--- config.mk ---
export PLATFORM = sky130hd
export DESIGN_NAME = cla_pipe_adder
export DESIGN_NICKNAME = d
export VERILOG_FILES = /design/src/rtl/cla_pipe_adder_pkg.sv /design/src/rtl/cla_group.sv /design/src/rtl/cla_pipe_adder.sv
export SDC_FILE = /design/constraint.sdc
export NUM_CORES = 1
export LEC_CHECK = 0
export ABC_CLOCK_PERIOD_IN_PS = 9600
export CAP_MARGIN = 15
export CORE_AREA = 2 2 89 91
export DETAILED_ROUTE_END_ITERATION = 7
export DIE_AREA = 0 0 91 93
export HOLD_SLACK_MARGIN = 0.15
export PLACE_DENSITY = 0.91
export SLEW_MARGIN = 20
export SYNTH_ARGS = -nofsm -noshare
export SYNTH_HDL_FRONTEND = slang
export SYNTH_SLANG_ARGS = --single-unit
--- constraint.sdc ---
create_clock -name clk_i -period 9.6 [get_ports clk_i]
set_input_delay 1.92 -clock clk_i [delete_from_list [all_inputs] [get_ports clk_i]]
set_output_delay 1.92 -clock clk_i [all_outputs]
set_load 0.02 [all_outputs]
--- src/rtl/cla_pipe_adder_pkg.sv ---
// Shared constants, types and helpers for the pipelined carry-lookahead adder.
package cla_pkg;

    // Width of one carry-lookahead group.
    localparam int unsigned GRP_W = 4;

    // Per-stage control token: travels alongside the data through the pipe.
    typedef struct packed {
        logic valid;   // stage holds a live token
        logic carry;   // carry out of all slices resolved so far
        logic a_msb;   // sign bit of operand A
        logic b_msb;   // sign bit of effective operand B'
    } stage_ctl_t;

    // Pipeline depth for a given operand width and groups-per-stage.
    function automatic int unsigned nstg(input int unsigned width, input int unsigned gps);
        if (gps == 0) begin
            return 0;
        end
        return width / (GRP_W * gps);
    endfunction

endpackage

--- src/rtl/cla_group.sv ---
// Combinational 4-bit carry-lookahead group: per-bit generate/propagate,
// all internal carries derived directly from c_i (no ripple inside the group).
module cla_group
    import cla_pkg::*;
(
    input  logic [GRP_W-1:0] a_i,
    input  logic [GRP_W-1:0] b_i,
    input  logic             c_i,
    output logic [GRP_W-1:0] sum_o,
    output logic             c_o
);

    logic [GRP_W-1:0] g;
    logic [GRP_W-1:0] p;
    logic             c1;
    logic             c2;
    logic             c3;
    logic             c4;

    // Lookahead carries and sum bits.
    always_comb begin
        g  = a_i & b_i;
        p  = a_i ^ b_i;
        c1 = g[0] | (p[0] & c_i);
        c2 = g[1] | (p[1] & g[0]) | (p[1] & p[0] & c_i);
        c3 = g[2] | (p[2] & g[1]) | (p[2] & p[1] & g[0]) | (p[2] & p[1] & p[0] & c_i);
        c4 = g[3] | (p[3] & g[2]) | (p[3] & p[2] & g[1]) | (p[3] & p[2] & p[1] & g[0])
           | (p[3] & p[2] & p[1] & p[0] & c_i);
        sum_o = p ^ {c3, c2, c1, c_i};
        c_o   = c4;
    end

endmodule

--- src/rtl/cla_pipe_adder.sv ---
// Pipelined carry-lookahead add/subtract unit with valid/ready flow control.
// Stage k resolves GPS 4-bit groups of the operand; the inter-stage carry,
// the not-yet-consumed operand bits and the already-computed sum bits all
// travel together with the token so a whole result emerges on one cycle.
module cla_pipe_adder
    import cla_pkg::*;
#(
    parameter int unsigned WIDTH = 16,
    parameter int unsigned GPS   = 1
) (
    input  logic             clk_i,
    input  logic             rst_i,
    input  logic             valid_i,
    output logic             ready_o,
    input  logic [WIDTH-1:0] a_i,
    input  logic [WIDTH-1:0] b_i,
    input  logic             c_i,
    input  logic             sub_i,
    output logic             valid_o,
    input  logic             ready_i,
    output logic [WIDTH-1:0] sum_o,
    output logic             c_o,
    output logic             ovf_o
);

    localparam int unsigned NSTG = nstg(WIDTH, GPS);
    localparam int unsigned SW   = GRP_W * GPS;

    if ((GPS == 0) || (WIDTH == 0) || ((WIDTH % (GRP_W * GPS)) != 0)) begin : g_param_check
        $error("cla_pipe_adder: WIDTH (%0d) must be a non-zero multiple of 4*GPS (GPS=%0d)",
               WIDTH, GPS);
    end

    logic [WIDTH-1:0]           b_prep;
    logic                       cin_prep;

    // Skew registers: operand bits waiting for their stage.
    logic [WIDTH-1:0]           a_q [NSTG];
    logic [WIDTH-1:0]           b_q [NSTG];
    // Deskew registers: sum bits already resolved by earlier stages.
    logic [NSTG-1:0][WIDTH-1:0] s_q;
    stage_ctl_t [NSTG-1:0]      ctl_q;

    logic [NSTG-1:0][WIDTH-1:0] a_in;
    logic [NSTG-1:0][WIDTH-1:0] b_in;
    logic [NSTG-1:0][WIDTH-1:0] s_nxt;
    stage_ctl_t [NSTG-1:0]      ctl_in;
    logic [NSTG-1:0][SW-1:0]    gs;
    logic [NSTG-1:0]            scout;
    logic [NSTG-1:0]            vld;
    logic [NSTG-1:0]            en;

    // Operand preparation: subtraction is A + ~B + ~borrow.
    always_comb begin
        b_prep   = sub_i ? ~b_i : b_i;
        cin_prep = c_i ^ sub_i;
    end

    // Stage inputs: stage 0 takes the port operands, later stages take the
    // previous stage register; each stage splices its own slice into the sum.
    always_comb begin
        a_in[0]         = a_i;
        b_in[0]         = b_prep;
        ctl_in[0].valid = valid_i;
        ctl_in[0].carry = cin_prep;
        ctl_in[0].a_msb = a_i[WIDTH-1];
        ctl_in[0].b_msb = b_prep[WIDTH-1];
        s_nxt[0]        = '0;
        for (int unsigned k = 1; k < NSTG; k++) begin
            a_in[k]   = a_q[k-1];
            b_in[k]   = b_q[k-1];
            ctl_in[k] = ctl_q[k-1];
            s_nxt[k]  = s_q[k-1];
        end
        for (int unsigned k = 0; k < NSTG; k++) begin
            s_nxt[k][SW*k +: SW] = gs[k];
        end
    end

    for (genvar k = 0; k < NSTG; k++) begin : g_stg
        // Groups ripple their carries inside the stage; each group has its own
        // carry nets so no multi-bit vector feeds back into itself.
        for (genvar g = 0; g < GPS; g++) begin : g_grp
            logic ci;
            logic co;
            if (g == 0) begin : g_cin_stage
                assign ci = ctl_in[k].carry;
            end else begin : g_cin_ripple
                assign ci = g_grp[g-1].co;
            end
            cla_group u_grp (
                .a_i   (a_in[k][SW*k + GRP_W*g +: GRP_W]),
                .b_i   (b_in[k][SW*k + GRP_W*g +: GRP_W]),
                .c_i   (ci),
                .sum_o (gs[k][GRP_W*g +: GRP_W]),
                .c_o   (co)
            );
        end
        assign scout[k] = g_grp[GPS-1].co;
        assign vld[k]   = ctl_q[k].valid;
        // Bubble-collapsing advance: register k may load unless it and every
        // register downstream of it is full while the sink stalls.
        assign en[k]    = ready_i | ~(&vld[NSTG-1:k]);
    end

    // Pipeline registers; data only updates when a live token arrives so idle
    // outputs keep their last value.
    always_ff @(posedge clk_i or posedge rst_i) begin
        if (rst_i) begin
            for (int unsigned k = 0; k < NSTG; k++) begin
                a_q[k] <= '0;
                b_q[k] <= '0;
            end
            s_q   <= '0;
            ctl_q <= '0;
        end else begin
            for (int unsigned k = 0; k < NSTG; k++) begin
                if (en[k]) begin
                    ctl_q[k].valid <= ctl_in[k].valid;
                    if (ctl_in[k].valid) begin
                        a_q[k]         <= a_in[k];
                        b_q[k]         <= b_in[k];
                        s_q[k]         <= s_nxt[k];
                        ctl_q[k].carry <= scout[k];
                        ctl_q[k].a_msb <= ctl_in[k].a_msb;
                        ctl_q[k].b_msb <= ctl_in[k].b_msb;
                    end
                end
            end
        end
    end

    assign ready_o = en[0];
    assign valid_o = ctl_q[NSTG-1].valid;
    assign sum_o   = s_q[NSTG-1];
    assign c_o     = ctl_q[NSTG-1].carry;
    assign ovf_o   = (ctl_q[NSTG-1].a_msb == ctl_q[NSTG-1].b_msb)
                   & (s_q[NSTG-1][WIDTH-1] != ctl_q[NSTG-1].a_msb);

endmodule

==> out/metrics.cfg <==
[yosys]
ys.warnings.count = 0
syn_area_per_cell_um2 = 13.1
seq_area_frac_synth_pct = 56.4
synth_top_area_cell = dfrtp_1
synth-seq-cells = 98
synth_ff_type = dfrtp_1
synthTopCellsByCount = dfrtp_1 (98), mux2_2 (65), nand2_1 (36), o21ai_0 (33), xnor2_1 (21)
synth_area_um2 = 4350
synth_edf_count = 0
ys_types = 25
yosysMostFrequentCell = dfrtp_1
syn_inst = 332
synthArstFlopShare_pct = 100
ys_top_cells_by_area = dfrtp_1 (56%), mux2_2 (17%), ha_1 (5.2%)
synth_top_area_share_pct = 56.4
synth_nets = 392

[critical_path]
ff2ff_path_depth = 3
slowest_delay_ps = 540
critPathCapture = ready_o
end_kind = output port
path_cells = clkdlybuf4s50_1 -> nand4b_2 -> or2_2 -> clkdlybuf4s50_1
cp-start-kind = primary input
cp_num_cells = 4
timing.rr.start = ctl_in[15]
worstSetupStartpoint = ready_i
crit_family = buffers and inverters
worst-path-buf-inv = 2
crit_arrival_ps = 3530
critical-path-slowest-cell = clkdlybuf4s50_1
critPathRequiredTime_ps = 7680
r2r_slack_ps = 7810
worstPathMaxFanout = 4
path_common_cell = clkdlybuf4s50_1
worstReg2RegEnd = s_nxt[49]
path_class = in2out

[detailed_routing]
routed_wl_mm = 7.57
first_iter_violations = 104
vias_per_cell = 5.33
post-route-drc-count = 0
drtAntennaViolNets = 0
routedWlPerCell_um = 15.3
firstDrtPassIters = 4
vias = 2639

[min_path]
hold_class = reg2reg

[clock_tree]
cts_root_buffer = clkbuf_8
postCtsSetupRepairBufs = 0
clock_sinks = 98
htree_num_levels = 3
cts_tree = yes
clk_latency_ps = 370
cts_inserted_buffers = 9
cts-resized-gates = 0
cts.clk_slew.worst_paths_ps = 90
cts_max_path_buffers = 2
holdBufCountCts = 0

[pwr]
power_w = 0.00142
ir_drop_v = 0.000102
p_per_area_nw_per_um2 = 271
power_leakage_nw = 2.26

[sta]
setup_violations = 0
relSlewSlack_pct = 36.4
timing.fmax_mhz = 183
rsz0062_at_grt = no
worst_pin_slew_ps = 951
slew_viol_final = 0
fin_skew_ps = 16.1
tns_ps = 0
fin_crit_ps = 5450
hold_ws_ps = 485
hold_viol = 0
min_period_over_period_pct = 56.8

[final_layout]
stdcell_count = 495
drive_above_1_share_pct = 22.1
fin_nets = 448
num_antenna_cells = 0
area_growth_syn_to_layout_pct = 20.3

[grt]
grt_start_max_net_pins = 99
antenna_found_initial = 0
grt-ovfl-total = 0
track_usage_pct = 19.4
grt_pass1_vias = 2685
grt_pass1_wl_mm = 12.8

[die]
start_util_pct = 57.8
dieArea_um2 = 8460
ios = 58
core-area_um2 = 7530
dieHeight_um = 93
die_x_um = 91
fp-row-count = 32

[flow_run]
drv_cap = 0

[placed_design]
post-dp-hpwl_mm = 5.35
place_inst = 478
place_congestion = 0.784
io_buffer_count = 57

[status]
status = completed

cells in the final DEF, fill, tap and decap left out, drive strengths merged, types with 7 or more instances in the layout:
master         count
a21oi              8
clkbuf             9
clkdlybuf4s50     57
dfrtp             98
ha                18
inv                7
mux2              65
nand2             36
o21ai             34
xnor2             21
xor2               8
cells by family after synthesis:
family | synth area share (%)
buffers and inverters | 2.30
AND/OR/NAND/NOR | 4.66
flip-flops | 56.4
AO/OA/AOI/OAI | 7.02
adder cells (fa/ha/maj) | 7.02
multiplexers | 16.8
XOR/XNOR | 5.84
worst min path at each step:
stage	from	to	slack (ps)	depth (start not counted)
floorplan	b_in[24]	b_in[24]	450	2
global placement	b_in[26]	b_in[26]	460	2
detailed placement	b_in[26]	b_in[26]	470	2
CTS	b_in[26]	b_in[26]	490	2
global route	c_o	c_o	510	2
finish	c_o	c_o	480	2
stage by stage:
step                      utilization [%]  setup WS [ps]  cell area, um^2
final                                69.5           4150             5230
after global placement               66.1           4210             4970
after global routing                 69.5           4080             5230
after CTS                            69.1           4160             5200
after detailed placement             66.1           4170             4980
after floorplan                         -           5120             4350
sequential cells by signal, indices dropped and copies added (netlist names):
name and cells:
a_in 24, b_in 24, c_o 1, ctl_in 3, ctl_q 2, g_stg.g_grp.ci 3
s_nxt 24, sum_o 16, valid_o 1
where the power goes:
part	switching (W)	internal [W]	total, W
Sequential	0.0000903	0.000555	0.000645
Combinational	0.000219	0.000261	0.000480
Clock	0.000146	0.000149	0.000295
Total	0.000455	0.000965	0.00142
cell type report:
cell class              instances  area [um^2]
flip-flops and latches         98         2450
fillers                       540         2290
multi-input cells             215         1800
repair buffers                 58          598
well taps                     102          128
clock buffers                   9          124
clock inverters                 7          103
inverters                       6         27.5
per-layer routing:
metal  global-route usage [%]  share of wire [%]  vias to the layer above
met5                        0                  0                        -
met4                     7.45                1.8                        0
met3                     4.51                3.7                       14
met2                     32.5                 51                       54
met1                     25.0                 44                     1310
li1                         -                  -                     1261
tightest hold or removal path, delay by kind of cell, from the launching register on:
kind | cells | cell delay (ps)
AOI/OAI and AO/OA | 1 | 60
and+or+nand+nor | 1 | 40
DFF | 1 | 350
(Power assumes the default switching activity.)
